===== src/rtl/ctrl_pkg.sv =====
// Shared types and constants for the multi-cycle control sequencer.
package ctrl_pkg;

   typedef enum logic [2:0] {
      ST_RESET = 3'd0,
      ST_FETCH = 3'd1,
      ST_EXEC  = 3'd2,
      ST_EXT   = 3'd3,
      ST_WB    = 3'd4,
      ST_HALT  = 3'd5,
      ST_TRAP  = 3'd6
   } state_e;

   localparam logic [3:0] OP_MOV = 4'h0;
   localparam logic [3:0] OP_MVI = 4'h1;
   localparam logic [3:0] OP_LDA = 4'h2;
   localparam logic [3:0] OP_LDX = 4'h3;
   localparam logic [3:0] OP_NOP = 4'hC;
   localparam logic [3:0] OP_BAD1 = 4'hD;
   localparam logic [3:0] OP_HLT = 4'hE;
   localparam logic [3:0] OP_BAD2 = 4'hF;

   localparam logic [3:0] ALU_BASE = 4'd4;

   localparam logic [3:0] LEN_1 = 4'd1;
   localparam logic [3:0] LEN_2 = 4'd2;
   localparam logic [3:0] LEN_3 = 4'd3;

   // Opcode-dependent datapath strobes (fetch strobes come from the FSM).
   typedef struct packed {
      logic       op1_load;
      logic       op2_load;
      logic       reg_load;
      logic [2:0] alu_ot;
   } dp_ctrl_t;

endpackage


===== src/rtl/ctrl_decode.sv =====
// Combinational opcode decoder: length, write-back need, legality and
// the strobes driven in EXEC and in WB.
module ctrl_decode
   import ctrl_pkg::*;
#(
   parameter int OPC_W = 4,
   parameter int LMAX  = 3
) (
   input  logic [OPC_W-1:0] opcode,
   output logic [3:0]       length,
   output logic             needs_wb,
   output logic             illegal,
   output logic             is_halt,
   output dp_ctrl_t         exec_ctl,
   output dp_ctrl_t         wb_ctl
);

   localparam logic [OPC_W-1:0] LOW_MASK = OPC_W'(15);

   logic       upper_set;
   logic [3:0] lo;

   assign upper_set = |(opcode & ~LOW_MASK);
   assign lo        = opcode[3:0];

   always_comb begin
      length   = LEN_1;
      needs_wb = 1'b0;
      illegal  = 1'b0;
      is_halt  = 1'b0;
      exec_ctl = '0;
      wb_ctl   = '0;
      if (upper_set) begin
         illegal = 1'b1;
      end else begin
         case (lo)
            OP_MOV: begin
               exec_ctl.op2_load = 1'b1;
               exec_ctl.reg_load = 1'b1;
            end
            OP_MVI: begin
               length            = LEN_2;
               needs_wb          = 1'b1;
               exec_ctl.op1_load = 1'b1;
               wb_ctl.reg_load   = 1'b1;
            end
            OP_LDA: begin
               length          = LEN_2;
               needs_wb        = 1'b1;
               wb_ctl.op1_load = 1'b1;
               wb_ctl.reg_load = 1'b1;
            end
            OP_LDX: begin
               // A 3-word instruction cannot exist on a 2-word machine.
               if (LMAX < 3) begin
                  illegal = 1'b1;
               end else begin
                  length          = LEN_3;
                  needs_wb        = 1'b1;
                  wb_ctl.op1_load = 1'b1;
                  wb_ctl.reg_load = 1'b1;
               end
            end
            OP_NOP: ;
            OP_HLT:  is_halt = 1'b1;
            OP_BAD1: illegal = 1'b1;
            OP_BAD2: illegal = 1'b1;
            default: begin
               needs_wb          = 1'b1;
               exec_ctl.op1_load = 1'b1;
               exec_ctl.op2_load = 1'b1;
               exec_ctl.alu_ot   = 3'(lo - ALU_BASE);
               wb_ctl.reg_load   = 1'b1;
               wb_ctl.alu_ot     = 3'(lo - ALU_BASE);
            end
         endcase
      end
   end

endmodule


===== src/rtl/control_sequencer.sv =====
// Multi-cycle control sequencer: fetch/exec/extension/write-back FSM with
// memory-ready handshake, halt/trap states and a retired-instruction counter.
module control_sequencer
   import ctrl_pkg::*;
#(
   parameter int OPC_W = 4,
   parameter int LMAX  = 3,
   parameter int CNT_W = 16
) (
   input  logic             clk,
   input  logic             rst,
   input  logic             en,
   input  logic [OPC_W-1:0] CS_opcode,
   input  logic             mem_ready,
   output logic [2:0]       CS_ALU_OT,
   output logic             CS_Ins_load,
   output logic             CS_PC_load,
   output logic             CS_PC_inc,
   output logic             CS_Op1_load,
   output logic             CS_Op2_load,
   output logic             CS_Reg_load,
   output logic             CS_halted,
   output logic             CS_illegal,
   output logic [CNT_W-1:0] instr_cnt
);

   localparam int EXT_W = $clog2(LMAX);

   state_e           state, state_nxt;
   logic [OPC_W-1:0] op_q;
   logic [EXT_W-1:0] ext_cnt;
   logic             retire;

   logic [3:0] len_e, len_q;
   logic       wb_e, wb_q, ill_e, ill_q, hlt_e, hlt_q;
   dp_ctrl_t   exec_e, exec_q, wbc_e, wbc_q;
   dp_ctrl_t   dp;

   // Live opcode drives EXEC; the latched copy drives WB because the
   // opcode input is overwritten by extension-word fetches.
   ctrl_decode #(.OPC_W(OPC_W), .LMAX(LMAX)) u_dec_exec (
      .opcode   (CS_opcode),
      .length   (len_e),
      .needs_wb (wb_e),
      .illegal  (ill_e),
      .is_halt  (hlt_e),
      .exec_ctl (exec_e),
      .wb_ctl   (wbc_e)
   );

   ctrl_decode #(.OPC_W(OPC_W), .LMAX(LMAX)) u_dec_q (
      .opcode   (op_q),
      .length   (len_q),
      .needs_wb (wb_q),
      .illegal  (ill_q),
      .is_halt  (hlt_q),
      .exec_ctl (exec_q),
      .wb_ctl   (wbc_q)
   );

   logic dec_unused;
   assign dec_unused = ^{len_q, wb_q, ill_q, hlt_q, exec_q, wbc_e};

   always_comb begin
      state_nxt = state;
      retire    = 1'b0;
      case (state)
         ST_RESET: state_nxt = ST_FETCH;
         ST_FETCH: if (mem_ready) state_nxt = ST_EXEC;
         ST_EXEC: begin
            if (ill_e) begin
               state_nxt = ST_TRAP;
            end else if (hlt_e) begin
               state_nxt = ST_HALT;
               retire    = 1'b1;
            end else if (len_e > LEN_1) begin
               state_nxt = ST_EXT;
            end else if (wb_e) begin
               state_nxt = ST_WB;
            end else begin
               state_nxt = ST_FETCH;
               retire    = 1'b1;
            end
         end
         ST_EXT: if (mem_ready && ext_cnt == EXT_W'(1)) state_nxt = ST_WB;
         ST_WB: begin
            state_nxt = ST_FETCH;
            retire    = 1'b1;
         end
         ST_HALT: state_nxt = ST_HALT;
         ST_TRAP: state_nxt = ST_TRAP;
         default: state_nxt = ST_RESET;
      endcase
   end

   always_ff @(posedge clk) begin
      if (rst) begin
         state     <= ST_RESET;
         op_q      <= '0;
         ext_cnt   <= '0;
         instr_cnt <= '0;
      end else if (!en) begin
         state <= ST_RESET;
      end else begin
         state <= state_nxt;
         if (retire) instr_cnt <= instr_cnt + CNT_W'(1);
         if (state == ST_EXEC) begin
            op_q    <= CS_opcode;
            ext_cnt <= EXT_W'(len_e - LEN_1);
         end else if (state == ST_EXT && mem_ready) begin
            ext_cnt <= ext_cnt - EXT_W'(1);
         end
      end
   end

   always_comb begin
      dp          = '0;
      CS_Ins_load = 1'b0;
      CS_PC_load  = 1'b0;
      CS_PC_inc   = 1'b0;
      if (en) begin
         case (state)
            ST_FETCH, ST_EXT: begin
               CS_Ins_load = 1'b1;
               CS_PC_load  = 1'b1;
               CS_PC_inc   = mem_ready;
            end
            ST_EXEC: dp = exec_e;
            ST_WB:   dp = wbc_q;
            default: ;
         endcase
      end
   end

   assign CS_ALU_OT   = dp.alu_ot;
   assign CS_Op1_load = dp.op1_load;
   assign CS_Op2_load = dp.op2_load;
   assign CS_Reg_load = dp.reg_load;
   assign CS_halted   = (state == ST_HALT);
   assign CS_illegal  = (state == ST_TRAP);

endmodule


===== config.mk =====
export PLATFORM = sky130hd
export DESIGN_NAME = control_sequencer
export DESIGN_NICKNAME = d
export VERILOG_FILES = /design/src/rtl/ctrl_pkg.sv /design/src/rtl/ctrl_decode.sv /design/src/rtl/control_sequencer.sv
export SDC_FILE = /design/constraint.sdc
export NUM_CORES = 1
export LEC_CHECK = 0
export BUFFER_PORTS_ARGS = -buffer_cell sky130_fd_sc_hd__buf_2
export CAP_MARGIN = 20
export CORE_UTILIZATION = 30
export CTS_CLUSTER_DIAMETER = 40
export DETAILED_ROUTE_END_ITERATION = 16
export GPL_ROUTABILITY_DRIVEN = 0
export PLACE_DENSITY = 0.54
export REMOVE_ABC_BUFFERS = 1
export SLEW_MARGIN = 20
export SYNTH_ARGS = -nofsm -noshare
export SYNTH_HDL_FRONTEND = slang
export SYNTH_SLANG_ARGS = --single-unit

===== constraint.sdc =====
create_clock -name clk -period 3 [get_ports clk]
set_input_delay 0.15 -clock clk [delete_from_list [all_inputs] [get_ports clk]]
set_output_delay 0.15 -clock clk [all_outputs]
set_load 0.03 [all_outputs]

==> flow_metrics.env <==
export IMPL_root_buffer="clkbuf_8"
export IMPL_hold_viol_final=0
export IMPL_cp_end_kind="output pin"
export IMPL_maxCapViolCount=0
export IMPL_critPathMaxStageDelay_ns=0.52
export IMPL_final_nets=224
export IMPL_worstSetupPathType="reg -> out"
export IMPL_dp_cells=276
export IMPL_yosys_warnings=0
export IMPL_cp_start_kind="flop"
export IMPL_gr_total_overflow=0
export IMPL_swShare=0.234
export IMPL_worstPathCellList="nand2_1 -> nor3_1 -> a22o_1 -> buf_2"
export IMPL_layout_worst_path_cycle_share=0.738
export IMPL_critPathTopFamily="simple AND/OR/NAND/NOR gates"
export IMPL_grt_start_max_net_pins=24
export IMPL_power_leakage_nw=0.632
export IMPL_ctsHtreeMaxLevel=1
export IMPL_fp_dieArea_um2=5210
export IMPL_status="completed"
export IMPL_ys_ff_latch=25
export IMPL_first_pass_iters=4
export IMPL_slowest_stage="dfxtp_1"
export IMPL_synth_top_flop_cell="dfxtp_1"
export IMPL_cts_resized=0
export IMPL_worst_pin_slew_ns=0.692
export IMPL_layout_commonest_cell="buf_2"
export IMPL_setup_tns_ns=0
export IMPL_die_w_um=72.2
export IMPL_coreArea_um2=4720
export IMPL_rsz0062_at_grt="no"
export IMPL_area_growth_pct=16.7
export IMPL_rows=25
export IMPL_num_io_pins=35
export IMPL_drt_iter0_markers=60
export IMPL_worstPathRequired_ns=2.85
export IMPL_grt_usage=0.132
export IMPL_ant_nets=0
export IMPL_synth_edf_count=0
export IMPL_power_switching_mw=0.135
export IMPL_syn_area_um2=1480
export IMPL_clockBufferDepth=2
export IMPL_cp_arrival_ns=2.06
export IMPL_grt_pass1_wl_um=5530
export IMPL_cp_depth=4
export IMPL_postSynthAreaPerCell_um2=7.98
export IMPL_setup_violations=0
export IMPL_clock_skew_ns=0.00365
export IMPL_antenna_cells=0
export IMPL_dp_final_hpwl_um=2400
export IMPL_die_h_um=72.2
export IMPL_crit_buf_inv=1
export IMPL_crit_path_max_fanout=18
export IMPL_antenna_found_initial=0
export IMPL_dr_total_vias=1350
export IMPL_cts_tree="built"
export IMPL_mostFrequentLayoutCells="buf_2 (34), nor2_1 (28), dfxtp_1 (25)"
export IMPL_fmax_ghz=0.452
export IMPL_netlist_cell_type_count=39
export IMPL_power_mw=0.579
export IMPL_internal_power_mw=0.444
export IMPL_vias_per_cell=4.82
export IMPL_instances_no_fill=280
export IMPL_ff2ff_setup_slack_ns=0.85
export IMPL_drive_gt1_frac=0.192
export IMPL_hp_class="in -> reg"
export IMPL_cts_made_buffers=3
export IMPL_fill_cells=507
export IMPL_p_per_area_nw_per_um2=336
export IMPL_ys_async_sr_fraction=0
export IMPL_start_util=0.313
export IMPL_reg2reg_depth=5
export IMPL_drv_slew=0
export IMPL_fin_crit_ns=2.21
export IMPL_grt_pass1_vias=1204
export IMPL_p_seq_frac=0.581
export IMPL_drt_total_wl_um=3320
export IMPL_vdd_ir_drop_max_v=0.000144
export IMPL_clk_pin_slew_ns=0.08
export IMPL_netlist_instances=185
export IMPL_post_cts_buffers=0
export IMPL_wl_per_cell_um=11.8
export IMPL_clk_insertion_delay_late_ns=0.26
export IMPL_cts_sinks=25
export IMPL_port_buffers=34
export IMPL_slew_headroom=0.538
export IMPL_seq_area_frac_synth=0.339
export IMPL_ctsHoldBuffers=0
export IMPL_combPwrFrac=0.085
export IMPL_holdPathStages=3
export IMPL_p_clk_frac=0.334
export IMPL_drc=0
power groups by stage:
stage          clock [mW]  combinational (mW)  sequential [mW]
2_1_floorplan           0              0.0265            0.344
3_3_place_gp            0              0.0498            0.344
3_5_place_dp            0              0.0497            0.344
4_1_cts             0.204              0.0499            0.336
5_1_grt             0.217              0.0548            0.337
6_report            0.193              0.0494            0.336
registers in the layout, summed over array words and instances, names as in the netlist:
register	flops
op_q	4
instr_cnt	16
ext_cnt	2
state	3
stage by stage:
stage                util  cell area, µm²  hold slack (ns)  worst slack (ns)
global placement    0.355            1680            0.468             0.755
detailed placement  0.355            1680            0.473             0.678
floorplan               -            1420            0.219              1.06
finish              0.365            1720            0.189             0.786
global route        0.365            1720            0.194             0.614
CTS                 0.365            1720            0.190             0.805
Yosys cell counts, types with 2 or more instances:
master      n  area share
a211oi_1    4       0.020
a31oi_1     2      0.0085
o21ai_0     3       0.010
mux2i_1     2       0.014
nor2_1     28       0.071
a2111oi_0   4       0.024
nor2b_1     2      0.0085
xor2_1      2       0.012
clkbuf_1    8       0.020
nand4_1     4       0.017
nor3_1      7       0.024
xnor2_1    16       0.095
a22o_1      2       0.012
nand2b_1    6       0.025
ha_1        2       0.017
inv_1       7       0.018
a21oi_1    13       0.044
dfxtp_1    25        0.34
nand3_1     7       0.024
nand2_1    17       0.043
and4_1      3       0.018
and3_1      3       0.013
buf_6       2       0.015
final timing paths:
kind / startpoint / endpoint
worst max-delay path: state[2] / CS_ALU_OT[0]
worst min-delay path: CS_opcode[2] / op_q[2]
worst max register to register: state[1] / instr_cnt[9]
worst min register to register: op_q[0] / op_q[0]
worst register-to-register path: cells and delay by family (launching register included):
| kind | cells | cell delay [ns] |
|---|---|---|
| XOR/XNOR | 1 | 0.18 |
| buffers and inverters | 1 | 0.15 |
| AND/OR/NAND/NOR | 1 | 0.05 |
| AO/OA/AOI/OAI | 2 | 1.16 |
| flip-flops | 1 | 0.48 |
cells by family (layout without fill, tap and decap cells):
| logic type | after synthesis | after routing | synth area share |
|---|---|---|---|
| DFF | 25 | 25 | 0.339 |
| buffers and inverters | 18 | 46 | 0.0585 |
| muxes | 2 | 2 | 0.0136 |
| xor gates and xnor gates | 18 | 18 | 0.107 |
| and+or+nand+nor | 82 | 82 | 0.266 |
| adders and majority gates | 2 | 2 | 0.0169 |
| AOI/OAI and AO/OA | 38 | 38 | 0.199 |
layer usage:
layer,share of wire,global-route usage,vias up
li1,-,-,709
met1,0.49,0.177,609
met5,0,0,-
met2,0.46,0.223,28
met4,0.0081,0.0414,0
met3,0.043,0.0125,4
area by class of cell:
cell class / count / area, µm² / area share
clock buffer: 4 / 45.0 / 0.0261
sequential: 25 / 500 / 0.290
tap: 67 / 83.8 / 0.0487
timing repair buffer: 35 / 178 / 0.103
inverter: 7 / 26.3 / 0.0153
multi-input combinational: 142 / 890 / 0.516
Note: power is estimated with default switching activity, not from simulation.
